### src/rtl/morse_receptor.sv
// Morse line receiver: times marks and spaces in unit ticks, assembles dot/dash
// symbols and emits one ASCII character (or '?' with err) per completed symbol.
module morse_receptor #(
  parameter int UNIT_CLKS = 5000000,
  parameter int DASH_MIN  = 2,
  parameter int CHAR_GAP  = 2,
  parameter int WORD_GAP  = 5
) (
  input  logic       CLK,
  input  logic       RST,
  input  logic       key_in,
  output logic [7:0] char_out,
  output logic       char_valid,
  output logic       err,
  output logic       busy
);

  localparam int              PW      = (UNIT_CLKS > 1) ? $clog2(UNIT_CLKS) : 1;
  localparam logic [PW-1:0]   PRE_MAX = PW'(UNIT_CLKS - 1);
  localparam logic [2:0]      DASH3   = 3'(DASH_MIN);
  localparam logic [2:0]      CG3     = 3'(CHAR_GAP);
  localparam logic [2:0]      WG3     = 3'(WORD_GAP);

  typedef enum logic [1:0] {IDLE, MARK, GAP, WGAP} state_t;

  state_t        state_q, state_d;
  logic          key_q;
  logic [PW-1:0] pre_q, pre_d;
  logic [2:0]    len_q, len_d, len_inc;
  logic [4:0]    pat_q, pat_d;
  logic [2:0]    cnt_q, cnt_d;
  logic          ovf_q, ovf_d;
  logic [7:0]    char_q, char_d;
  logic          vld_q, vld_d;
  logic          err_q, err_d;
  logic          rise, fall, tick;

  function automatic logic [2:0] sat_inc3(input logic [2:0] v);
    return (v == 3'd7) ? v : v + 3'd1;
  endfunction

  // Returns {err, ascii}; pattern is left-justified, MSB is the first element.
  function automatic logic [8:0] decode(input logic [2:0] n, input logic [4:0] p,
                                        input logic o);
    logic [7:0] c;
    c = 8'h3F;
    case ({n, p})
      {3'd2, 5'b01000}: c = 8'h41; {3'd4, 5'b10000}: c = 8'h42;
      {3'd4, 5'b10100}: c = 8'h43; {3'd3, 5'b10000}: c = 8'h44;
      {3'd1, 5'b00000}: c = 8'h45; {3'd4, 5'b00100}: c = 8'h46;
      {3'd3, 5'b11000}: c = 8'h47; {3'd4, 5'b00000}: c = 8'h48;
      {3'd2, 5'b00000}: c = 8'h49; {3'd4, 5'b01110}: c = 8'h4A;
      {3'd3, 5'b10100}: c = 8'h4B; {3'd4, 5'b01000}: c = 8'h4C;
      {3'd2, 5'b11000}: c = 8'h4D; {3'd2, 5'b10000}: c = 8'h4E;
      {3'd3, 5'b11100}: c = 8'h4F; {3'd4, 5'b01100}: c = 8'h50;
      {3'd4, 5'b11010}: c = 8'h51; {3'd3, 5'b01000}: c = 8'h52;
      {3'd3, 5'b00000}: c = 8'h53; {3'd1, 5'b10000}: c = 8'h54;
      {3'd3, 5'b00100}: c = 8'h55; {3'd4, 5'b00010}: c = 8'h56;
      {3'd3, 5'b01100}: c = 8'h57; {3'd4, 5'b10010}: c = 8'h58;
      {3'd4, 5'b10110}: c = 8'h59; {3'd4, 5'b11000}: c = 8'h5A;
      {3'd5, 5'b11111}: c = 8'h30; {3'd5, 5'b01111}: c = 8'h31;
      {3'd5, 5'b00111}: c = 8'h32; {3'd5, 5'b00011}: c = 8'h33;
      {3'd5, 5'b00001}: c = 8'h34; {3'd5, 5'b00000}: c = 8'h35;
      {3'd5, 5'b10000}: c = 8'h36; {3'd5, 5'b11000}: c = 8'h37;
      {3'd5, 5'b11100}: c = 8'h38; {3'd5, 5'b11110}: c = 8'h39;
      default:          c = 8'h3F;
    endcase
    if (o) c = 8'h3F;
    return {(c == 8'h3F), c};
  endfunction

  // Timing: a tick that lands on an edge still counts toward the closing run.
  always_comb begin
    rise    = key_in & ~key_q;
    fall    = ~key_in & key_q;
    tick    = (pre_q == PRE_MAX);
    len_inc = tick ? sat_inc3(len_q) : len_q;
    pre_d   = (rise || fall || tick) ? '0 : pre_q + PW'(1);
    len_d   = (rise || fall) ? 3'd0 : len_inc;
  end

  always_comb begin
    state_d = state_q;
    pat_d   = pat_q;
    cnt_d   = cnt_q;
    ovf_d   = ovf_q;
    char_d  = char_q;
    vld_d   = 1'b0;
    err_d   = 1'b0;
    case (state_q)
      IDLE: if (rise) state_d = MARK;
      MARK: begin
        if (fall) begin
          if (len_inc == 3'd0) begin
            state_d = (cnt_q != 3'd0) ? GAP : IDLE;
          end else begin
            if (cnt_q < 3'd5) begin
              pat_d[3'd4 - cnt_q] = (len_inc >= DASH3);
              cnt_d = cnt_q + 3'd1;
            end else begin
              ovf_d = 1'b1;
            end
            state_d = GAP;
          end
        end
      end
      GAP: begin
        if (tick && len_inc == CG3) begin
          {err_d, char_d} = decode(cnt_q, pat_q, ovf_q);
          vld_d   = 1'b1;
          pat_d   = '0;
          cnt_d   = '0;
          ovf_d   = 1'b0;
          state_d = rise ? MARK : WGAP;
        end else if (rise) begin
          state_d = MARK;
        end
      end
      WGAP: begin
        if (rise) begin
          state_d = MARK;
        end else if (tick && len_inc == WG3) begin
          char_d  = 8'h20;
          vld_d   = 1'b1;
          state_d = IDLE;
        end
      end
      default: state_d = IDLE;
    endcase
  end

  always_ff @(posedge CLK) begin
    if (!RST) begin
      state_q <= IDLE;
      key_q   <= 1'b1;
      pre_q   <= '0;
      len_q   <= '0;
      pat_q   <= '0;
      cnt_q   <= '0;
      ovf_q   <= 1'b0;
      char_q  <= 8'h00;
      vld_q   <= 1'b0;
      err_q   <= 1'b0;
    end else begin
      state_q <= state_d;
      key_q   <= key_in;
      pre_q   <= pre_d;
      len_q   <= len_d;
      pat_q   <= pat_d;
      cnt_q   <= cnt_d;
      ovf_q   <= ovf_d;
      char_q  <= char_d;
      vld_q   <= vld_d;
      err_q   <= err_d;
    end
  end

  assign char_out   = char_q;
  assign char_valid = vld_q;
  assign err        = err_q;
  assign busy       = (state_q == MARK) || (state_q == GAP);

endmodule

### config.mk
export PLATFORM = sky130hd
export DESIGN_NAME = morse_receptor
export DESIGN_NICKNAME = d
export VERILOG_FILES = /design/src/rtl/morse_receptor.sv
export SDC_FILE = /design/constraint.sdc
export NUM_CORES = 1
export LEC_CHECK = 0
export ABC_AREA = 1
export BUFFER_PORTS_ARGS = -buffer_cell sky130_fd_sc_hd__buf_4
export CORE_MARGIN = 1.5
export CORE_UTILIZATION = 62
export DETAILED_ROUTE_END_ITERATION = 10
export PLACE_DENSITY = 0.85
export SLEW_MARGIN = 20
export SYNTH_ARGS = -nofsm -noshare
export SYNTH_HDL_FRONTEND = slang
export SYNTH_SLANG_ARGS = --single-unit
### constraint.sdc
create_clock -name CLK -period 2.35 [get_ports CLK]
set_input_delay 0.235 -clock CLK [delete_from_list [all_inputs] [get_ports CLK]]
set_output_delay 0.235 -clock CLK [all_outputs]
set_load 0.02 [all_outputs]
======== Yosys cells after proc, flatten, opt, wreduce, memory -nomap -nowiden ========
Index checks and enable logic that the tools add are counted.
storage, ports and cells
  register bits ........................... 48
  output and inout bits ................... 11
cells by class
  add/subtract/negate cells ............... 4
  $lt $le $gt $ge ......................... 4
  equality and inequality tests ........... 52
  multiplexer cells ....................... 41
  bitwise operators ....................... 5
  reductions and logical operators ........ 18
operators by type and width
  kind                   count
  $pmux 7 s36            1
  $eq 8x8->1 const B     22
  $eq 8x7->1 const B     12
  $mux 8                 6
  $eq 8x6->1 const B     3
  $add 23x1->23 const B  1
  $eq 23x23->1 const B   1
  $mux 5                 4
  $mux 3                 6
  $mux 2                 8
  $pmux 8 s2             1
  $ne 2x2->1 const B     7
  $pmux 5 s2             1
  $reduce_and 5->1       2
  $mux 1                 8
  $pmux 2 s4             1
  $add 3x1->3 const B    2
  $eq 3x3->1 const B     2
  $pmux 3 s2             1
  $bwmux 5               1
  $eq 2x2->1 const B     2
  $lt 3x4->1 const B     1
  $pmux 1 s2             2
  $reduce_and 4->1       1
  other kinds (19)       28

======== Longest topological paths before layout ========
Gate-level depths: netlist (run 1).
  word-level depth ........................ 10
  gate-level depth with buffers ........... 17
  depth with buffers taken out ............ 15

======== Least setup slack after synthesis (run 1) ========
Ideal clock, no wire load.
  kind .................................... register -> register
  from .................................... register pre_q[0]
  to ...................................... register char_q[0] (netlist: char_out[0])
  setup time .............................. 0.114 ns
  arrival ................................. 1.720 ns
  required time ........................... 2.236 ns
  setup slack ............................. 0.516 ns
  stages on the path, launching flop included .. 16
  path buffers ............................ 1
  cell sequence ........................... dfxtp_1 -> ha_1 -> nand3_2 -> nor2_1 -> nand3_2 -> nand2_1 -> o21ai_2 -> inv_2 -> nand2_4 -> nor2_4 -> nand2_2 -> nand2_2 -> buf_6 -> nand2_1 -> nand2_1 -> nor2_2
on the way
  word-level cells in the longest chain between the ends .. 6
  elaborated cells between the ends (all ways) .. 9
  classes of those cells .................. 5 x eq/ne; 1 x mux; 3 x reduce/logical
ends and longest elaborated chain
  element                                   line      RTL
  start: declaration                        28        logic [PW-1:0] pre_q, pre_d;
  start signal: assignment                  147       pre_q <= pre_d;
  $eq 23x23->1 (*)                          76        tick = (pre_q == PRE_MAX);
  $mux 3                                    77        len_inc = tick ? sat_inc3(len_q) : len_q;
  $eq 3x3->1 or $eq 3x2->1 (tied branches)  122, 108
  $logic_and 1x1->1 (on tied branches)      122, 108
  $ne 2x2->1 (no line)                      --
  $reduce_and 4->1 (no line) (*)            --
  end signal: assignment                    152       char_q <= char_d;
  end: declaration                          33        logic [7:0] char_q, char_d;
Mark *: on every way between the ends. The rest lies on a longest branch, timed or not.
A chain may end at the register's enable or synchronous reset.

======== Worst setup path after layout (run 1) ========
  from .................................... register pre_q[0]
  to ...................................... register char_q[6] (netlist: char_out[6])
Same word-level chain as after synthesis.

==> impl_metrics.toml, run 1 <==
[routing]
wl_per_cell_um = 12.9
ant_nets = 0
vias = 3338
drc = 0
dr.first_iter.drc_count = 296
wl_um = 7790
via_per_inst = 5.54
first_pass_iters = 5

[die]
coreArea_sq_um = 5110
ios = 14
dieArea_sq_um = 5760
die_w_um = 75.9
floorplan.initialDensity_pct = 64.6
die_y_um = 75.9
row_count = 26

[yosys]
synth_seq_cells = 47
yosysUniqueCellTypes = 39
syn_nets = 534
syn_avg_cell_area_sq_um = 6.34
synth_edf_count = 0
async_flop_share_pct = 0
yosysSeqAreaShare_pct = 28.5
ys_warn_count = 0
ys_dominant_reg_cell = "dfxtp_1"
synth_cells = 520
synth.cell_area_sq_um = 3300

[setup_path]
worst_setup_path_start_kind = "flop"
arrival_ps = 2370
r2r-start = "pre_q[0]$_SDFF_PP0_"
end_kind = "flop"
critPathKind = "flop to flop"
worst-r2r-cell-count = 12
r2r_slack_ps = 180
worst_r2r_endpoint = "char_out[6]$_SDFFE_PN0P_"
required_ps = 2550
cp_max_fo = 11

[sta]
finalHoldViolCount = 0
worst_slew_margin_rel_pct = 63.0
rsz0062_at_grt = "false"
worst_hold_slack_ps = 138
max_freq_mhz = 461
final_max_slew_viol_count = 0
setup_tns_ps = 0
finalCriticalPeriod_ps = 2170
fin_crit_sh_pct = 92.3
worstMarginPinSlew_ps = 552
finClkSkew_ps = 13.3
setup_viol = 0

[clock_tree]
clk_pin_slew_ps = 90
cts-buffers-inserted = 5
cts_tree = "yes"
clkLatencyLatePin_ps = 300
ctsHtreeMaxLevel = 2
post_cts_resized = 0
cts_hold_buf = 0
post-cts-setup-buffers = 0
clock-sinks = 47
cts_root_buffer = "clkbuf_8"
cts_buffer_depth = 2

[global_routing]
antenna_found_initial = 0
grt_max_degree = 15
grt_pass1_vias = 3011
grt_pass1_wl_um = 13500
grt_use_total_pct = 28.2
grt-ovfl-total = 0

[cells_and_area]
n_fill_cell = 499
antenna_cells = 0
layout.nets = 547
fin_area_sq_um = 3540
drive_gt1_share_pct = 14.3
area_growth_pct = 7.32
layoutNonFillerInstCount = 603

[power]
ir_worst_vdd_mv = 0.320
power.total_mw = 1.84
p_clk_share_pct = 28.1
swShare_pct = 33.6
power_switching_mw = 0.619
p_per_area_nw_per_um2 = 521
combPwrFrac_pct = 26.2
internal-power_mw = 1.22
power.leakage_nw = 1.53
power_frac_seq_pct = 45.7

[place]
dp_cells = 596
postPlaceCellArea_sq_um = 3440
port_buffers = 12
post-dp-hpwl_um = 5900
gp_congestion = 1.03

[run_status]
status = "completed"

[worst_hold_path]
holdCritStartpoint = "key_in"
min_to = "key_q$_SDFF_PN1_"
hold_path_class = "input port to flop"
holdPathStages = 3

[run]
maxCapViolations = 0
-- critical path, stage by stage (launching register included) --
cell and delay (ps):
dfxtp_1 380, ha_1 210, nand3_2 150, nor2_2 200, nand4_1 160, nand2_2 150
nand3_1 150, nor2_2 160, nand2_2 90, nand2_4 150, inv_1 80, nor2_1 140
nor2_2 50
-- cell type report --
cell class                      instances  area [sq um]  share of cell area, %
Sequential cell                        47           942                   26.6
Inverter                               67           253                   7.14
Multi-Input combinational cell        398          2060                   58.2
Clock inverter                          1          8.76                  0.248
Clock buffer                            6          82.6                   2.33
Timing Repair Buffer                   14           105                   2.97
Tap cell                               70          87.6                   2.48
-- worst max path at each step --
stage                                    from                  endpoint  slack [ps]  depth (start not counted)
after floorplan           pre_q[0]$_SDFF_PP0_  char_out[0]$_SDFFE_PN0P_         520                         15
after global placement    pre_q[0]$_SDFF_PP0_  char_out[6]$_SDFFE_PN0P_         310                         14
after detailed placement  pre_q[0]$_SDFF_PP0_  char_out[6]$_SDFFE_PN0P_         190                         12
after CTS                 pre_q[0]$_SDFF_PP0_  char_out[6]$_SDFFE_PN0P_         130                         12
after global routing      pre_q[0]$_SDFF_PP0_  char_out[6]$_SDFFE_PN0P_          40                         12
final                     pre_q[0]$_SDFF_PP0_  char_out[6]$_SDFFE_PN0P_         180                         12
-- Yosys cell counts (3+ instances only) --
library cell | count | area (sq um)
a21oi_1 | 33 | 165
ha_1 | 11 | 138
nor2_2 | 14 | 87.6
nand3_2 | 3 | 30.0
inv_1 | 55 | 206
o21ai_2 | 3 | 26.3
dfxtp_1 | 47 | 941
o21a_1 | 7 | 52.6
nor2_1 | 68 | 255
xor2_1 | 3 | 26.3
nand4_1 | 18 | 113
nand3_1 | 32 | 160
nor3b_1 | 3 | 22.5
nand2_1 | 127 | 477
o21ai_0 | 14 | 70.1
nand2_4 | 3 | 33.8
nand2_2 | 7 | 43.8
inv_2 | 9 | 33.8
buf_4 | 3 | 22.5
nor2_4 | 3 | 33.8
a31oi_1 | 3 | 18.8
nor3_1 | 23 | 115
or2_2 | 7 | 43.8
-- layout by cell type, fill, tap and decap left out, types with 6 or more instances in the layout --
cell type  synthesis  routed
nand2_2            7       6
nand2_1          127     127
inv_1             55      55
nand3_1           32      32
o21a_1             7       7
nor3_1            23      23
o21ai_0           14      14
clkbuf_8           0       6
inv_2              9       9
ha_1              11      11
or2_2              7       7
buf_4              3      14
dfxtp_1           47      46
nand4_1           18      18
nor2_2            14      15
a21oi_1           33      33
nor2_1            68      67
-- state kept, by name (all words and copies together), names as in the netlist --
register / count
pre_q: 23
char_out: 7
pat_q: 5
cnt_q: 3
len_q: 3
state_q: 2
char_valid: 1
err: 1
key_q: 1
ovf_q: 1
-- cell families (layout without fill, tap and decap cells) --
logic type | Yosys count | count (layout) | share of synthesized area, %
other | 1 | 1 | 0.114
buffers and inverters | 75 | 88 | 9.22
XOR/XNOR | 5 | 5 | 1.33
AO/OA/AOI/OAI | 66 | 66 | 11.4
adder cells (fa/ha/maj) | 11 | 11 | 4.17
AND/OR/NAND/NOR | 315 | 315 | 45.2
flip-flops | 47 | 47 | 28.5
-- per-layer routing --
metal,vias to the layer above,GRT usage (%),wire [um]
li1,1711,-,-
met1,1494,40.5,3700
met2,124,44.2,3440
met3,9,4.58,552
met4,0,6.85,88
met5,-,0,0
-- power groups by stage --
stage | clock network, mW | logic, mW | registers (mW)
after floorplan | 0 | 0.384 | 0.844
after global placement | 0 | 0.453 | 0.857
after detailed placement | 0 | 0.465 | 0.859
after CTS | 0.521 | 0.471 | 0.840
after global routing | 0.550 | 0.536 | 0.845
final | 0.517 | 0.483 | 0.842
-- through the flow --
stage               setup WS (ps)  utilization [%]
CTS                           130             69.1
detailed placement            191             67.3
global placement              307             67.3
global route                 39.9             69.3
finish                        182             69.3
floorplan                     516                -
No activity file was read; power rests on OpenSTA's default activity.
==> run 2: changes to the inputs <==
- CORE_MARGIN: 1.5 -> 5
- MAX_ROUTING_LAYER: unset -> met4
==> run 2 against run 1 <==
Global-route usage is 3.4 points lower. Combinational power about the same. Worst hold slack got worse by 4.4 ps. Clock-buffer cell count unchanged. Non-clock buffer count increased by 2. Cell area increased by 0.25%. Via count increased by 0.30%. Clock power decreased by 1%. Critical path depth is the same. Clock skew decreased by 8.3 ps. Final cell count rose by 0.50%. Register-to-register slack improved by 50 ps. Largest power group unchanged.
==> impl_metrics.toml, run 2 (synthesis gave the netlist of run 1 again) <==
[clock_tree]
cts-buffers-inserted = 5
clkLatencyLatePin_ps = 300
cts_tree = "yes"
cts_root_buffer = "clkbuf_8"
cts_hold_buf = 0
clk_pin_slew_ps = 100
clock-sinks = 47
ctsHtreeMaxLevel = 2
cts_buffer_depth = 2

[run]
maxCapViolations = 0

[cells_and_area]
final_common_cell = "nand2_1"
drive_gt1_share_pct = 14.2
fin_area_sq_um = 3550
antenna_cells = 0
largest_register_ffs = 23
layout_common_cells = "127 x nand2_1, 68 x nor2_1, 55 x inv_1"
area_growth_pct = 7.59
regMostFlops = "pre_q"
layout.nets = 549

[setup_path]
critPathKind = "flop to flop"
end_kind = "flop"
critPathLaunch = "pre_q[0]$_SDFF_PP0_"
arrival_ps = 2320
required_ps = 2560
cp_max_fo = 11
worst_setup_path_start_kind = "flop"
r2r-start = "pre_q[0]$_SDFF_PP0_"

[sta]
setup_viol = 0
worstMarginPinSlew_ps = 519
finClkSkew_ps = 4.93
finalCriticalPeriod_ps = 2110
rsz0062_at_grt = "false"
final_max_slew_viol_count = 0
worst_slew_margin_rel_pct = 65.1
max_freq_mhz = 473
finalHoldViolCount = 0
setup_slack_ps = 237
fin_crit_sh_pct = 89.9
setup_tns_ps = 0

[die]
floorplan.initialDensity_pct = 64.1
ios = 14
die_w_um = 82.9
row_count = 26
die_y_um = 82.9
dieArea_sq_um = 6880
coreArea_sq_um = 5140

[power]
ir_worst_vdd_mv = 0.360
power.leakage_nw = 1.54
p_per_area_nw_per_um2 = 517
power.total_mw = 1.83

[routing]
dr.first_iter.drc_count = 258
met2_length_um = 3520
routed.top_layer = "met4"
via_per_inst = 5.52
dr_wl_met3_um = 460
wl_per_cell_um = 13.3
met1_length_um = 3860
wl_um = 8040
ant_nets = 0
drc = 0
vias = 3348
first_pass_iters = 5

[global_routing]
grt_pass1_wl_um = 14300
grt-ovfl-total = 0
grt_use_total_pct = 24.9
antenna_found_initial = 0
grt_max_degree = 16
grt_pass1_vias = 3166

[place]
post-dp-hpwl_um = 6260
port_buffers = 12
postPlaceCellArea_sq_um = 3450
pre_cts_slack_ps = 247
gp_congestion = 1.07

[worst_hold_path]
holdCritStartpoint = "key_in"
hold_path_class = "input port to flop"

[run_status]
status = "completed"
==> run 2: timing repair <==
action                     4_1_cts  5_1_grt
gates resized for setup          0        1
setup endpoints to repair        0        1
setup buffers                    0        0
==> run 2: layout make-up <==
type | count | area (sq um)
Clock buffer | 6 | 72.6
Inverter | 67 | 253
Clock inverter | 2 | 16.3
Sequential cell | 47 | 941
Fill cell | 459 | 1590
Tap cell | 70 | 87.6
Multi-Input combinational cell | 398 | 2060
Timing Repair Buffer | 16 | 120
==> run 2: metrics by stage <==
step / instances / hold WS, ps / util (%)
2_1_floorplan: 520 / 335 / -
6_report: 606 / 134 / 69.0
3_3_place_gp: 598 / 430 / 67.2
3_5_place_dp: 598 / 446 / 67.2
4_1_cts: 606 / 129 / 68.9
5_1_grt: 606 / 152 / 69.0
==> run 2: per-layer routing <==
layer / global-route usage, % / vias to the layer above
li1: - / 1716
met1: 32.7 / 1497
met2: 38.3 / 114
met3: 4.55 / 21
met4: 8.77 / 0
met5: - / -
==> run 2: path summary, 6_finish.rpt <==
check / end / slack [ps] / depth (start not counted)
worst max-delay path: char_out[6]$_SDFFE_PN0P_ / 240 / 12
worst max register to register: char_out[6]$_SDFFE_PN0P_ / 240 / 12
worst min-delay path: key_q$_SDFF_PN1_ / 130 / 3
worst min register to register: pre_q[0]$_SDFF_PP0_ / 460 / 1
==> run 2: worst max-delay path, stage by stage, from the launching register on <==
cell	delay (ps)
dfxtp_1	360
ha_1	200
nand3_2	150
nor2_2	200
nand4_1	150
nand2_2	140
nand3_1	140
nor2_2	150
nand2_2	100
nand2_4	150
inv_1	80
nor2_1	130
nor2_2	50
==> run 2: where the power goes <==
| part | switching (mW) | leakage, nW | total (mW) | internal (mW) |
|---|---|---|---|---|
| clock | 0.297 | 0.0418 | 0.511 | 0.214 |
| sequential | 0.0257 | 0.379 | 0.840 | 0.815 |
| combinational | 0.312 | 1.11 | 0.481 | 0.169 |
==> run 3: changes to the inputs <==
- CORE_UTILIZATION: 62 -> 56
- PLACE_DENSITY: 0.85 -> 0.81
- clock period: 2.35 -> 1.7 ns (I/O delays scaled with it)
==> run 3 against run 2 <==
The run now ends with negative setup slack left. Fmax about the same. Clock skew increased by 0.81 ps. Sequential cell count unchanged. Worst hold slack worse by 68 ps. Via count rose by 26%. Clock power up 41%. Final cell count increased by 18%. Non-clock buffer count grew 107. Routed wire length grew 48%. Critical endpoint is now pat_q[4]$_SDFFE_PN0P_. Largest power group unchanged.
==> impl_metrics.toml, run 3 (synthesis gave the netlist of run 1 again) <==
[run_status]
status = "finished, violations left"
violations = "negative setup slack"

[routing]
drc = 0
ant_nets = 0
wl_per_cell_um = 16.6
via_per_inst = 5.87
vias = 4216
dr.first_iter.drc_count = 486
first_pass_iters = 5
wl_um = 11900

[global_routing]
grt_pass1_vias = 3851
grt_max_degree = 15
grt_use_total_pct = 27.8
grt_pass1_wl_um = 16500
antenna_found_initial = 0
grt-ovfl-total = 0

[cells_and_area]
regMostFlops = "pre_q"
drive_gt1_share_pct = 42.8
layoutNonFillerInstCount = 718
final_common_cell = "buf_4"
layout_common_cells = "116 x buf_4, 110 x nand2_1, 49 x inv_1, 49 x nor2_1, 31 x dfxtp_1"
layout.nets = 656
antenna_cells = 0
fin_area_sq_um = 4790
area_growth_pct = 45.4
largest_register_ffs = 23

[clock_tree]
cts_tree = "yes"
clkLatencyLatePin_ps = 320
clock-sinks = 47
cts_root_buffer = "clkbuf_8"
cts-buffers-inserted = 5
ctsHtreeMaxLevel = 2
clk_pin_slew_ps = 100
cts_buffer_depth = 2

[sta]
max_freq_mhz = 473
finClkSkew_ps = 5.73
rsz0062_at_grt = "true"
setup_viol = 31
final_max_slew_viol_count = 0
finalCriticalPeriod_ps = 2110
finalHoldViolCount = 0
setup_slack_ps = -413
fin_crit_sh_pct = 124

[worst_hold_path]
holdPathStages = 3
hold_path_class = "input port to flop"

[die]
die_y_um = 86.7
dieArea_sq_um = 7520
row_count = 28
die_w_um = 86.7
coreArea_sq_um = 5820
ios = 14
floorplan.initialDensity_pct = 56.7

[setup_path]
worst-r2r-cell-count = 14
critPathSlowestCell = "dfxtp_1"
critPathKind = "flop to flop"
arrival_ps = 2360
cp_num_buf_inv = 2
critical_path.top_delay_family = "simple AND/OR/NAND/NOR gates"
path_cells = "inv_2 > nor2_2 > nand2_1 > nor2_4 > nand3_4 > nand2_2 > o21ai_4 > inv_2 > nand2_4 > nand2_4 > nand2_4 > nor2_8 > nand3_1 > a21oi_2"
cp_max_fo = 8
cp.depth = 14
worst_setup_path_start_kind = "flop"
required_ps = 1950
crit_top_cell = "nand2_4"
end_kind = "flop"
critPathMaxStageDelay_ps = 370

[power]
ir_worst_vdd_mv = 0.454
power.leakage_nw = 2.11
p_per_area_nw_per_um2 = 580

[run]
maxCapViolations = 0

[place]
gp_congestion = 1.05
post-dp-hpwl_um = 7010
postPlaceCellArea_sq_um = 4140
port_buffers = 12
dp_cells = 689
-- run 3: final cells by class --
class | count | area, sq um
Clock buffer | 6 | 72.6
Clock inverter | 2 | 12.5
Fill cell | 332 | 1020
Inverter | 67 | 253
Multi-Input combinational cell | 398 | 2440
Sequential cell | 47 | 966
Tap cell | 75 | 93.8
Timing Repair Buffer | 123 | 953
-- run 3: worst paths after layout --
| path | startpoint | end | slack [ps] |
|---|---|---|---|
| setup reg to reg | pre_q[11]$_SDFF_PP0_ | pat_q[4]$_SDFFE_PN0P_ | -410 |
| hold reg to reg | char_out[4]$_SDFFE_PN0P_ | char_out[4]$_SDFFE_PN0P_ | 490 |
| hold / removal | key_in | key_q$_SDFF_PN1_ | 70 |
| setup / recovery | pre_q[11]$_SDFF_PP0_ | pat_q[4]$_SDFFE_PN0P_ | -410 |
-- run 3: repair_timing --
item                                   CTS  global route
endpoints found under the hold margin    0             0
gates resized for setup                 55            70
pin swaps                               27            34
setup endpoints to repair               22            39
hold buffers                             0             0
setup buffers                           14             7
-- run 3: stage by stage --
step | util, % | hold slack (ps) | TNS (ps) | setup WS, ps | total power, mW
5_1_grt | 82.4 | 86.9 | -10510 | -543 | 2.89
4_1_cts | 77.6 | 70.6 | -2590 | -205 | 2.65
2_1_floorplan | - | 270 | -187 | -49.7 | 1.71
3_5_place_dp | 71.1 | 388 | -2890 | -221 | 1.93
3_3_place_gp | 71.1 | 372 | -1690 | -169 | 1.92
6_report | 82.4 | 65.4 | -7520 | -413 | 2.78
-- run 3: worst reg2reg max path: cells and delay by family, from the launching register on --
family | cells | cell delay, ps
AND/OR/NAND/NOR | 10 | 1320
flip-flops | 1 | 370
buffers and inverters | 2 | 160
AO/OA/AOI/OAI | 2 | 220
-- run 3: layer usage --
layer | GRT usage (%) | vias to the layer above | routed length, um
li1 | - | 1928 | -
met1 | 28.2 | 1935 | 4270
met2 | 50.6 | 277 | 6120
met3 | 4.09 | 76 | 835
met4 | 15.6 | 0 | 669
met5 | - | - | 0
-- run 3: where the power goes --
group	total (mW)	switching (mW)	internal, mW
Combinational	0.903	0.559	0.344
Sequential	1.16	0.0306	1.13
Clock	0.721	0.432	0.289
Total	2.78	1.02	1.76
